$ cat config.mk
export PLATFORM = sky130hd
export DESIGN_NAME = mem_bus_decoder
export DESIGN_NICKNAME = d
export VERILOG_FILES = /design/src/rtl/mem_bus_decoder.sv
export SDC_FILE = /design/constraint.sdc
export NUM_CORES = 1
export LEC_CHECK = 0
export CAP_MARGIN = 20
export CORE_MARGIN = 4
export CORE_UTILIZATION = 39
export DETAILED_ROUTE_END_ITERATION = 7
export PLACE_DENSITY = 0.84
export SLEW_MARGIN = 20
export SYNTH_ARGS = -nofsm -noshare
export SYNTH_HDL_FRONTEND = slang
export SYNTH_SLANG_ARGS = --single-unit
$ cat constraint.sdc
create_clock -name clk -period 2.95 [get_ports clk]
set_input_delay 0.4425 -clock clk [delete_from_list [all_inputs] [get_ports clk]]
set_output_delay 0.4425 -clock clk [all_outputs]
set_load 0.02 [all_outputs]
$ cat src/rtl/mem_bus_decoder.sv
// mem_bus_decoder
//   Bridges a core load/store port to NUM_SLV memory-mapped slaves.
//   The address is decoded against a base/mask table, and store data is steered
//   onto byte lanes. Load data is shifted down and sign- or zero-extended. Each
//   access is held on the slave side until that slave signals s_ready, or until
//   TIMEOUT wait cycles have passed, whichever comes first.
//
// Ports
//   clk, rst         clock, synchronous active-high reset
//   m_req            request valid; the master holds it until m_ready
//   m_we             1 = store, 0 = load
//   m_addr           byte address
//   m_wdata          right-aligned store data
//   m_size           0 = byte, 1 = half, 2 = word, 3 = illegal
//   m_unsigned       zero-extend loads
//   m_rdata          load result, valid with m_ready (0 on stores and errors)
//   m_ready          one-cycle response strobe
//   m_err            error qualifier, valid with m_ready
//   s_sel            one-hot slave select (ACCESS state only)
//   s_we             write enable, qualified by s_sel
//   s_addr           word offset inside the selected window
//   s_wdata          lane-replicated store data
//   s_be             byte enables
//   s_rdata          packed slave read data, slot 0 in the LSBs
//   s_ready          slave completion; only the selected slot is looked at
//   s_rd_pulse       one-cycle pulse in RESP after a successful load of a slot
//   dbg_state        current FSM state (0 IDLE, 1 ACCESS, 2 RESP)
//
// Handshake: the master raises m_req and keeps its request fields stable
// until it sees m_ready. m_ready is a single-cycle strobe. The earliest next
// request is accepted in the cycle after m_ready. On the slave side, s_sel stays
// high with stable s_we/s_addr/s_wdata/s_be until the cycle in which
// s_ready[slot] is 1. That cycle ends the access.
module mem_bus_decoder #(
  parameter int NUM_SLV = 4,
  parameter int ADDR_W  = 32,
  parameter int DATA_W  = 32,
  parameter int TIMEOUT = 15,
  parameter logic [NUM_SLV*ADDR_W-1:0] SLV_BASE =
    {32'h1000_0010, 32'h1000_0000, 32'h1001_0000, 32'h0040_0000},
  parameter logic [NUM_SLV*ADDR_W-1:0] SLV_MASK =
    {32'hFFFF_FFF0, 32'hFFFF_FFF0, 32'hFFFF_0000, 32'hFFC0_0000}
) (
  input  logic                  clk,
  input  logic                  rst,
  input  logic                  m_req,
  input  logic                  m_we,
  input  logic [ADDR_W-1:0]     m_addr,
  input  logic [31:0]           m_wdata,
  input  logic [1:0]            m_size,
  input  logic                  m_unsigned,
  output logic [31:0]           m_rdata,
  output logic                  m_ready,
  output logic                  m_err,
  output logic [NUM_SLV-1:0]    s_sel,
  output logic                  s_we,
  output logic [ADDR_W-1:0]     s_addr,
  output logic [31:0]           s_wdata,
  output logic [3:0]            s_be,
  input  logic [NUM_SLV*32-1:0] s_rdata,
  input  logic [NUM_SLV-1:0]    s_ready,
  output logic [NUM_SLV-1:0]    s_rd_pulse,
  output logic [1:0]            dbg_state
);

  localparam int SLOT_W = (NUM_SLV > 1) ? $clog2(NUM_SLV) : 1;
  localparam int CNT_W  = $clog2(TIMEOUT + 1);
  localparam logic [CNT_W-1:0] CNT_LAST = CNT_W'(TIMEOUT - 1);

  typedef enum logic [1:0] {
    IDLE   = 2'd0,
    ACCESS = 2'd1,
    RESP   = 2'd2
  } state_t;

  state_t state_q, state_d;

  logic [CNT_W-1:0]  cnt_q, cnt_d;
  logic [SLOT_W-1:0] slot_q;
  logic              we_q;
  logic [1:0]        size_q;
  logic              uns_q;
  logic [1:0]        lane_q;
  logic [ADDR_W-1:0] saddr_q;
  logic [3:0]        be_q;
  logic [31:0]       wdata_q;
  logic [31:0]       rdata_q;
  logic              err_q;

  // ---------------------------------------------------------------
  // Address decode. The loop runs from the highest slot down, so the
  // lowest matching slot overwrites the others and wins.
  // ---------------------------------------------------------------
  logic              hit;
  logic [SLOT_W-1:0] hit_idx;
  logic [ADDR_W-1:0] hit_base;
  logic [ADDR_W-1:0] hit_diff;

  always_comb begin
    hit      = 1'b0;
    hit_idx  = '0;
    hit_base = '0;
    for (int i = NUM_SLV - 1; i >= 0; i--) begin
      if ((m_addr & SLV_MASK[i*ADDR_W +: ADDR_W]) == SLV_BASE[i*ADDR_W +: ADDR_W]) begin
        hit      = 1'b1;
        hit_idx  = SLOT_W'(i);
        hit_base = SLV_BASE[i*ADDR_W +: ADDR_W];
      end
    end
  end

  assign hit_diff = m_addr - hit_base;

  // Alignment check; size 3 is always rejected.
  logic misaligned;
  always_comb begin
    misaligned = 1'b0;
    case (m_size)
      2'd0:    misaligned = 1'b0;
      2'd1:    misaligned = m_addr[0];
      2'd2:    misaligned = (m_addr[1:0] != 2'b00);
      default: misaligned = 1'b1;
    endcase
  end

  logic req_legal;
  assign req_legal = hit && !misaligned;

  // Store lane steering, computed from the live request and captured at accept.
  logic [3:0]  be_d;
  logic [31:0] wdata_d;
  always_comb begin
    be_d    = 4'h0;
    wdata_d = 32'h0;
    case (m_size)
      2'd0: begin
        be_d    = 4'b0001 << m_addr[1:0];
        wdata_d = {4{m_wdata[7:0]}};
      end
      2'd1: begin
        be_d    = 4'b0011 << m_addr[1:0];
        wdata_d = {2{m_wdata[15:0]}};
      end
      default: begin
        be_d    = 4'hF;
        wdata_d = m_wdata;
      end
    endcase
  end

  // ---------------------------------------------------------------
  // Load formatting for the selected slot.
  // ---------------------------------------------------------------
  logic [31:0] slot_rdata;
  logic [31:0] shifted;
  logic [31:0] fmt_rdata;
  logic        slot_ready;

  assign slot_rdata = s_rdata[slot_q*32 +: 32];
  assign slot_ready = s_ready[slot_q];
  assign shifted    = slot_rdata >> {lane_q, 3'b000};

  always_comb begin
    fmt_rdata = 32'h0;
    case (size_q)
      2'd0:    fmt_rdata = {{24{shifted[7]  & ~uns_q}}, shifted[7:0]};
      2'd1:    fmt_rdata = {{16{shifted[15] & ~uns_q}}, shifted[15:0]};
      default: fmt_rdata = shifted;
    endcase
  end

  // ---------------------------------------------------------------
  // FSM next state / control
  // ---------------------------------------------------------------
  logic capture;    // IDLE accepts a request
  logic set_err;    // going to RESP with an error
  logic set_ok;     // going to RESP after slave completion

  always_comb begin
    state_d = state_q;
    cnt_d   = cnt_q;
    capture = 1'b0;
    set_err = 1'b0;
    set_ok  = 1'b0;
    case (state_q)
      IDLE: begin
        cnt_d = '0;
        if (m_req) begin
          capture = 1'b1;
          if (req_legal) begin
            state_d = ACCESS;
          end else begin
            state_d = RESP;
            set_err = 1'b1;
          end
        end
      end
      ACCESS: begin
        // Ready is checked first, so it still counts as success on the
        // last permitted wait cycle.
        if (slot_ready) begin
          state_d = RESP;
          set_ok  = 1'b1;
        end else if (cnt_q == CNT_LAST) begin
          state_d = RESP;
          set_err = 1'b1;
          cnt_d   = cnt_q + 1'b1;
        end else begin
          cnt_d = cnt_q + 1'b1;
        end
      end
      RESP: begin
        state_d = IDLE;
        cnt_d   = '0;
      end
      default: begin
        state_d = IDLE;
        cnt_d   = '0;
      end
    endcase
  end

  always_ff @(posedge clk) begin
    if (rst) begin
      state_q <= IDLE;
      cnt_q   <= '0;
      slot_q  <= '0;
      we_q    <= 1'b0;
      size_q  <= 2'd0;
      uns_q   <= 1'b0;
      lane_q  <= 2'd0;
      saddr_q <= '0;
      be_q    <= 4'h0;
      wdata_q <= 32'h0;
      rdata_q <= 32'h0;
      err_q   <= 1'b0;
    end else begin
      state_q <= state_d;
      cnt_q   <= cnt_d;
      if (capture) begin
        slot_q  <= hit_idx;
        we_q    <= m_we;
        size_q  <= m_size;
        uns_q   <= m_unsigned;
        lane_q  <= m_addr[1:0];
        saddr_q <= {2'b00, hit_diff[ADDR_W-1:2]};
        be_q    <= be_d;
        wdata_q <= wdata_d;
      end
      if (set_err) begin
        err_q   <= 1'b1;
        rdata_q <= 32'h0;
      end else if (set_ok) begin
        err_q   <= 1'b0;
        rdata_q <= we_q ? 32'h0 : fmt_rdata;
      end
    end
  end

  // ---------------------------------------------------------------
  // Outputs. They are all decoded from the state, so IDLE (and therefore
  // reset) drives every output to zero.
  // ---------------------------------------------------------------
  logic [NUM_SLV-1:0] slot_onehot;
  assign slot_onehot = NUM_SLV'(1) << slot_q;

  assign m_ready    = (state_q == RESP);
  assign m_err      = (state_q == RESP) && err_q;
  assign m_rdata    = (state_q == RESP) ? rdata_q : 32'h0;
  assign s_sel      = (state_q == ACCESS) ? slot_onehot : '0;
  assign s_we       = (state_q == ACCESS) && we_q;
  assign s_addr     = (state_q == ACCESS) ? saddr_q : '0;
  assign s_wdata    = (state_q == ACCESS) ? wdata_q : 32'h0;
  assign s_be       = (state_q == ACCESS) ? be_q : 4'h0;
  assign s_rd_pulse = ((state_q == RESP) && !err_q && !we_q) ? slot_onehot : '0;
  assign dbg_state  = state_q;

endmodule

# After elaboration in Yosys (flattened, before gate mapping)
# Cells that the tools add are included.
# totals
ff_bits	113
latchBits	0
ramBits	0
mem_bits_ro	0
input_bits	203
output_inout_bits	113
elab_cells	93
n_memories	0
# op_classes
add_sub_neg	2
multipliers	0
div_mod_pow	0
magnitude_cmp	1
eq_ne	12
shift	5
n_mux	41
bitwise	4
n_reduce_logical	16
# ops
operator	n
2-to-1 mux 32 bit	5
case mux 32 bit (2 select lines)	2
variable part select 128 x 8 -> 32 bit	1
2-to-1 mux 29 bit	2
== test 28 x 25 -> 1 bit, second input constant	2
right shift 32 x 5 -> 32 bit	1
subtractor 32 bit	1
2-to-1 mux 30 bit	1
== test 16 x 13 -> 1 bit, second input constant	1
2-to-1 mux 2 bit	8
2-to-1 mux 1 bit	15
2-to-1 mux 4 bit	3
== test 10 x 1 -> 1 bit, second input constant	1
case mux 4 bit (2 select lines)	1
left shift 1 x 2 -> 4 bit, first input constant	2
== test 2 x 1 -> 1 bit, second input constant	3
zero test 2 bit	3
logical AND 1 bit	5
adder 4 x 1 -> 4 bit, second input constant	1
== test 2 bit, second input constant	2
== test 4 bit, second input constant	1
case mux 2 bit (2 select lines)	1
nonzero test 2 bit	2
OR reduction 2 bit	2
other kinds (11)	15

# Longest topological paths before layout
# Gate-level depths: netlist (run 1).
# logic_depth
depth_word	10
depth_mapped	12
mapped_depth_nobuf	12

# Worst setup path after synthesis (run 1)
# No wires, ideal clock.
# synth_timing
path_type	input -> register
start	in m_addr[11]
end	reg saddr_q[28]
setup_time_ns	0.074
arrival_time_ns	2.965
required_ns	2.876
slack_ns	-0.089
stages	12
path_buffers	0
cell_sequence	nor4_2 -> nand4b_1 -> nor4_1 -> nand2_1 -> inv_1 -> ha_1 -> nor2b_1 -> a41oi_4 -> o21ai_4 -> a21boi_2 -> or4_1 -> a31oi_1
# synth_via
elab_chain_cells	6
word_cells_on_any_way	7
cone_classes	add/sub (1); eq/ne (2); mux (4)
# synth_rtl
item	line_no	rtl
from (decl)	48	input logic [ADDR_W-1:0] m_addr,
== test 28 x 25 -> 1 bit	104	if ((m_addr & SLV_MASK[i*ADDR_W +: ADDR_W]) == SLV_BASE[i*ADDR_W +: ADDR_W]) begin
2-to-1 mux 29 bit (2 in series)	104	
2-to-1 mux 32 bit (2 in series)	104	
subtractor 32 bit (*)	112	assign hit_diff = m_addr - hit_base;
to (signal assigned)	246	saddr_q <= {2'b00, hit_diff[ADDR_W-1:2]};
to (decl)	84	logic [ADDR_W-1:0] saddr_q;
# Mark *: on every way between the ends. The rest lies on a longest branch, timed or not.
# A chain may end at the register's enable or synchronous reset.

# Worst setup path after layout (run 1)
# layout_timing
start	in m_addr[10]
end	reg saddr_q[28]
# Same word-level chain as after synthesis.

==> impl_metrics.toml, run 1 <==
[run_status]
status = "finished with violations"
violations = "setup timing"

[final_layout]
antenna_cells = 0
layout_commonest_cell = "clkdlybuf4s50_1"
fin_nets = 1468
fillers = 1435
layout.cells.non_filler = 1499
final_area_um2 = 11960
drive_gt1_share_pct = 17.17
area_growth_pct = 64.71
final_cell_mix = "clkdlybuf4s50_1, dfxtp_1, and2_1"

[yosys]
yosys_warnings = 0
syn_area_um2 = 7258
synth_edf_count = 0
seq_area_frac_synth_pct = 31.17
synth_async_sr_flop_share_pct = 0
yosysUniqueCellTypes = 57
syn_inst = 897
avgSynthCellArea_um2 = 8.092
synth_seq_cells = 113
synth_ff_type = "dfxtp_1"

[timing]
slew_headroom_pct = 44.33
final_hold_viol_count = 0
max_freq_mhz = 317.4
finalCritPeriodShare_pct = 106.8
final.setup.worst_slack_ns = -0.2007
fin_crit_ns = 3.151
tightest_slew_ns = 0.8320
hold_ws_ns = 0.3425
setup_tns_ns = -0.6362
clock_skew_ns = 0.008471
maxSlewViolCount = 0
setup_viol = 8

[setup_path]
cp_num_cells = 13
worstPathArrival_ns = 3.49
cp_top_family = "simple AND/OR/NAND/NOR gates"
reg2regPathDepth = 6
cp_cell_sequence = "clkdlybuf4s50_1, nor3_2, nand4b_1, nor4_4, nand2_1, inv_2, ha_2, nor2b_4, a41oi_4, o21ai_4, a21boi_2, or4_1, a31oi_1"
required_ns = 3.29
path_class = "in2reg"
cp.buffers_inverters = 2
cp_slowest_cell = "or4_1"
critPathMaxStageDelay_ns = 0.47
startpoint_type = "input pin"
crit_path_end_kind = "flop"
critPathMaxFanout = 3

[global_route]
grt_pass1_vias = 8344
met2_usage_pct = 48.99
grt_max_degree = 52
antenna_found_initial = 0
globalRouteTotalUtil_pct = 27.93
grt.met1_usage_pct = 29.33
grt_pass1_wl_um = 44770
grt_busiest_layer = "met2"
grt-ovfl-total = 0
use_met3_pct = 10.28

[drt]
drt-initial-drc-count = 608
vias = 8468
drtPass1Iterations = 5
ant_nets = 0
drc = 0
drt_wl_total_um = 31140
via_per_inst = 5.649
wl_per_cell_um = 20.77

[floorplanning]
num_io_pins = 316
coreArea_um2 = 18150
die_area_um2 = 20860
start_util_pct = 40.00
die_h_um = 144.4
rows = 49
die-width_um = 144.4

[placed_design]
dp.cells = 1438
port_buffers = 313
post_dp_cell_area_um2 = 10960
dp_hpwl_um = 22530
routabilityCongestion = 0.9398

[clock_tree]
cts_buffer_depth = 2
root_buffer = "clkbuf_16"
cts_made_buffers = 17
htreeDepth = 4
clk_pin_slew_worst_paths_ns = 0.06
insertion_delay_ns = 0.41
cts_sinks = 113
cts_tree = "done"

[hold_path]
hold-path-cell-count = 2
hold_path.class = "in2reg"

[pwr]
p_leak_uw = 0.004528
cellPowerDensity_nw_per_um2 = 392.1
ir_worst_vdd_uv = 415.8

[job]
cap_violations = 0
## registers in the layout, indices dropped and copies added, names as in the netlist
signal,count
uns_q,1
slot_q,2
saddr_q,30
size_q,2
wdata_q,32
err_q,1
cnt_q,4
we_q,1
rdata_q,32
dbg_state,2
lane_q,2
be_q,4
## cells by family after synthesis
group	after synthesis	share of synthesized area, %
buffers and inverters	77	4.223
multiplexers	92	16.36
AO/OA/AOI/OAI	223	19.43
AND/OR/NAND/NOR	365	25.27
adder cells (fa/ha/maj)	7	1.207
other	1	0.05167
flip-flops	113	31.17
XOR/XNOR	19	2.293
## cell type report
type / count / area, µm² / share of cell area (%)
Multi-Input combinational cell: 708 / 4873 / 40.76
Timing Repair Buffer: 411 / 3896 / 32.59
Sequential cell: 113 / 2267 / 18.96
Clock buffer: 20 / 478.0 / 3.998
Tap cell: 229 / 286.5 / 2.397
Clock inverter: 11 / 127.6 / 1.068
Inverter: 7 / 26.28 / 0.2198
## through the flow
stage          total power (µW)  worst slack [ns]  utilization (%)
2_1_floorplan              2084           0.01979                -
3_3_place_gp               2558           -0.5778            60.42
3_5_place_dp               2578           -0.6165            60.42
4_1_cts                    4683           0.01326            64.90
5_1_grt                    4851           -0.2603            65.88
6_report                   4687           -0.2007            65.88
## power breakdown
group / internal, µW / switching [µW] / total, µW
clock network: 1340 / 761 / 2100
logic: 498 / 439 / 937
registers: 1600 / 48.1 / 1650
total: 3440 / 1250 / 4690
## synth_stat cells, drive strengths merged, types with 7 or more instances
cell    count  area, µm²
dfxtp     113       2262
and2      105      656.9
nand2     101      379.1
nor2       78      292.8
a21oi      64      320.3
o21ai      63      326.6
clkbuf     51      191.4
mux2i      50      500.5
nor3       29      156.4
mux2       23      259.0
a211oi     20      150.1
a22oi      20      150.1
buf        19      88.83
mux4       19      427.9
xnor2      12      105.1
a221oi     10      87.58
nor4       10      68.81
o22ai      10      62.56
a311oi      9      78.83
nand3       9      45.04
nor2b       9      56.30
or3         9      62.56
ha          7      87.58
xor2        7      61.31
## per-layer routing
layer	share of wire (%)	up-vias
li1	-	3937
met1	34	3887
met2	49	525
met3	11	119
met4	5.5	0
met5	0	-
## final timing paths
| path | startpoint | endpoint | slack, ns |
|---|---|---|---|
| max | m_addr[10] | saddr_q[28] | -0.20 |
| max reg2reg | slot_q[0] | rdata_q[27] | 0.31 |
| min reg2reg | rdata_q[5] | rdata_q[5] | 0.45 |
| min | rst | slot_q[1] | 0.34 |
## repair_timing
| action | in CTS | in global routing |
|---|---|---|
| gates cloned | 1 | 0 |
| setup buffers | 21 | 9 |
| gates resized for setup | 20 | 51 |
| hold buffers | 0 | 0 |
| setup endpoints to repair | 11 | 49 |
| pin swaps | 11 | 20 |
Power figures use the tool's default switching activity.
==> run 2, diff against run 1 <==
CTS_CLUSTER_SIZE = 30   (was not set)
==> results of run 2 <==
No change in the layout: final DEF, timing and power equal those of run 1.
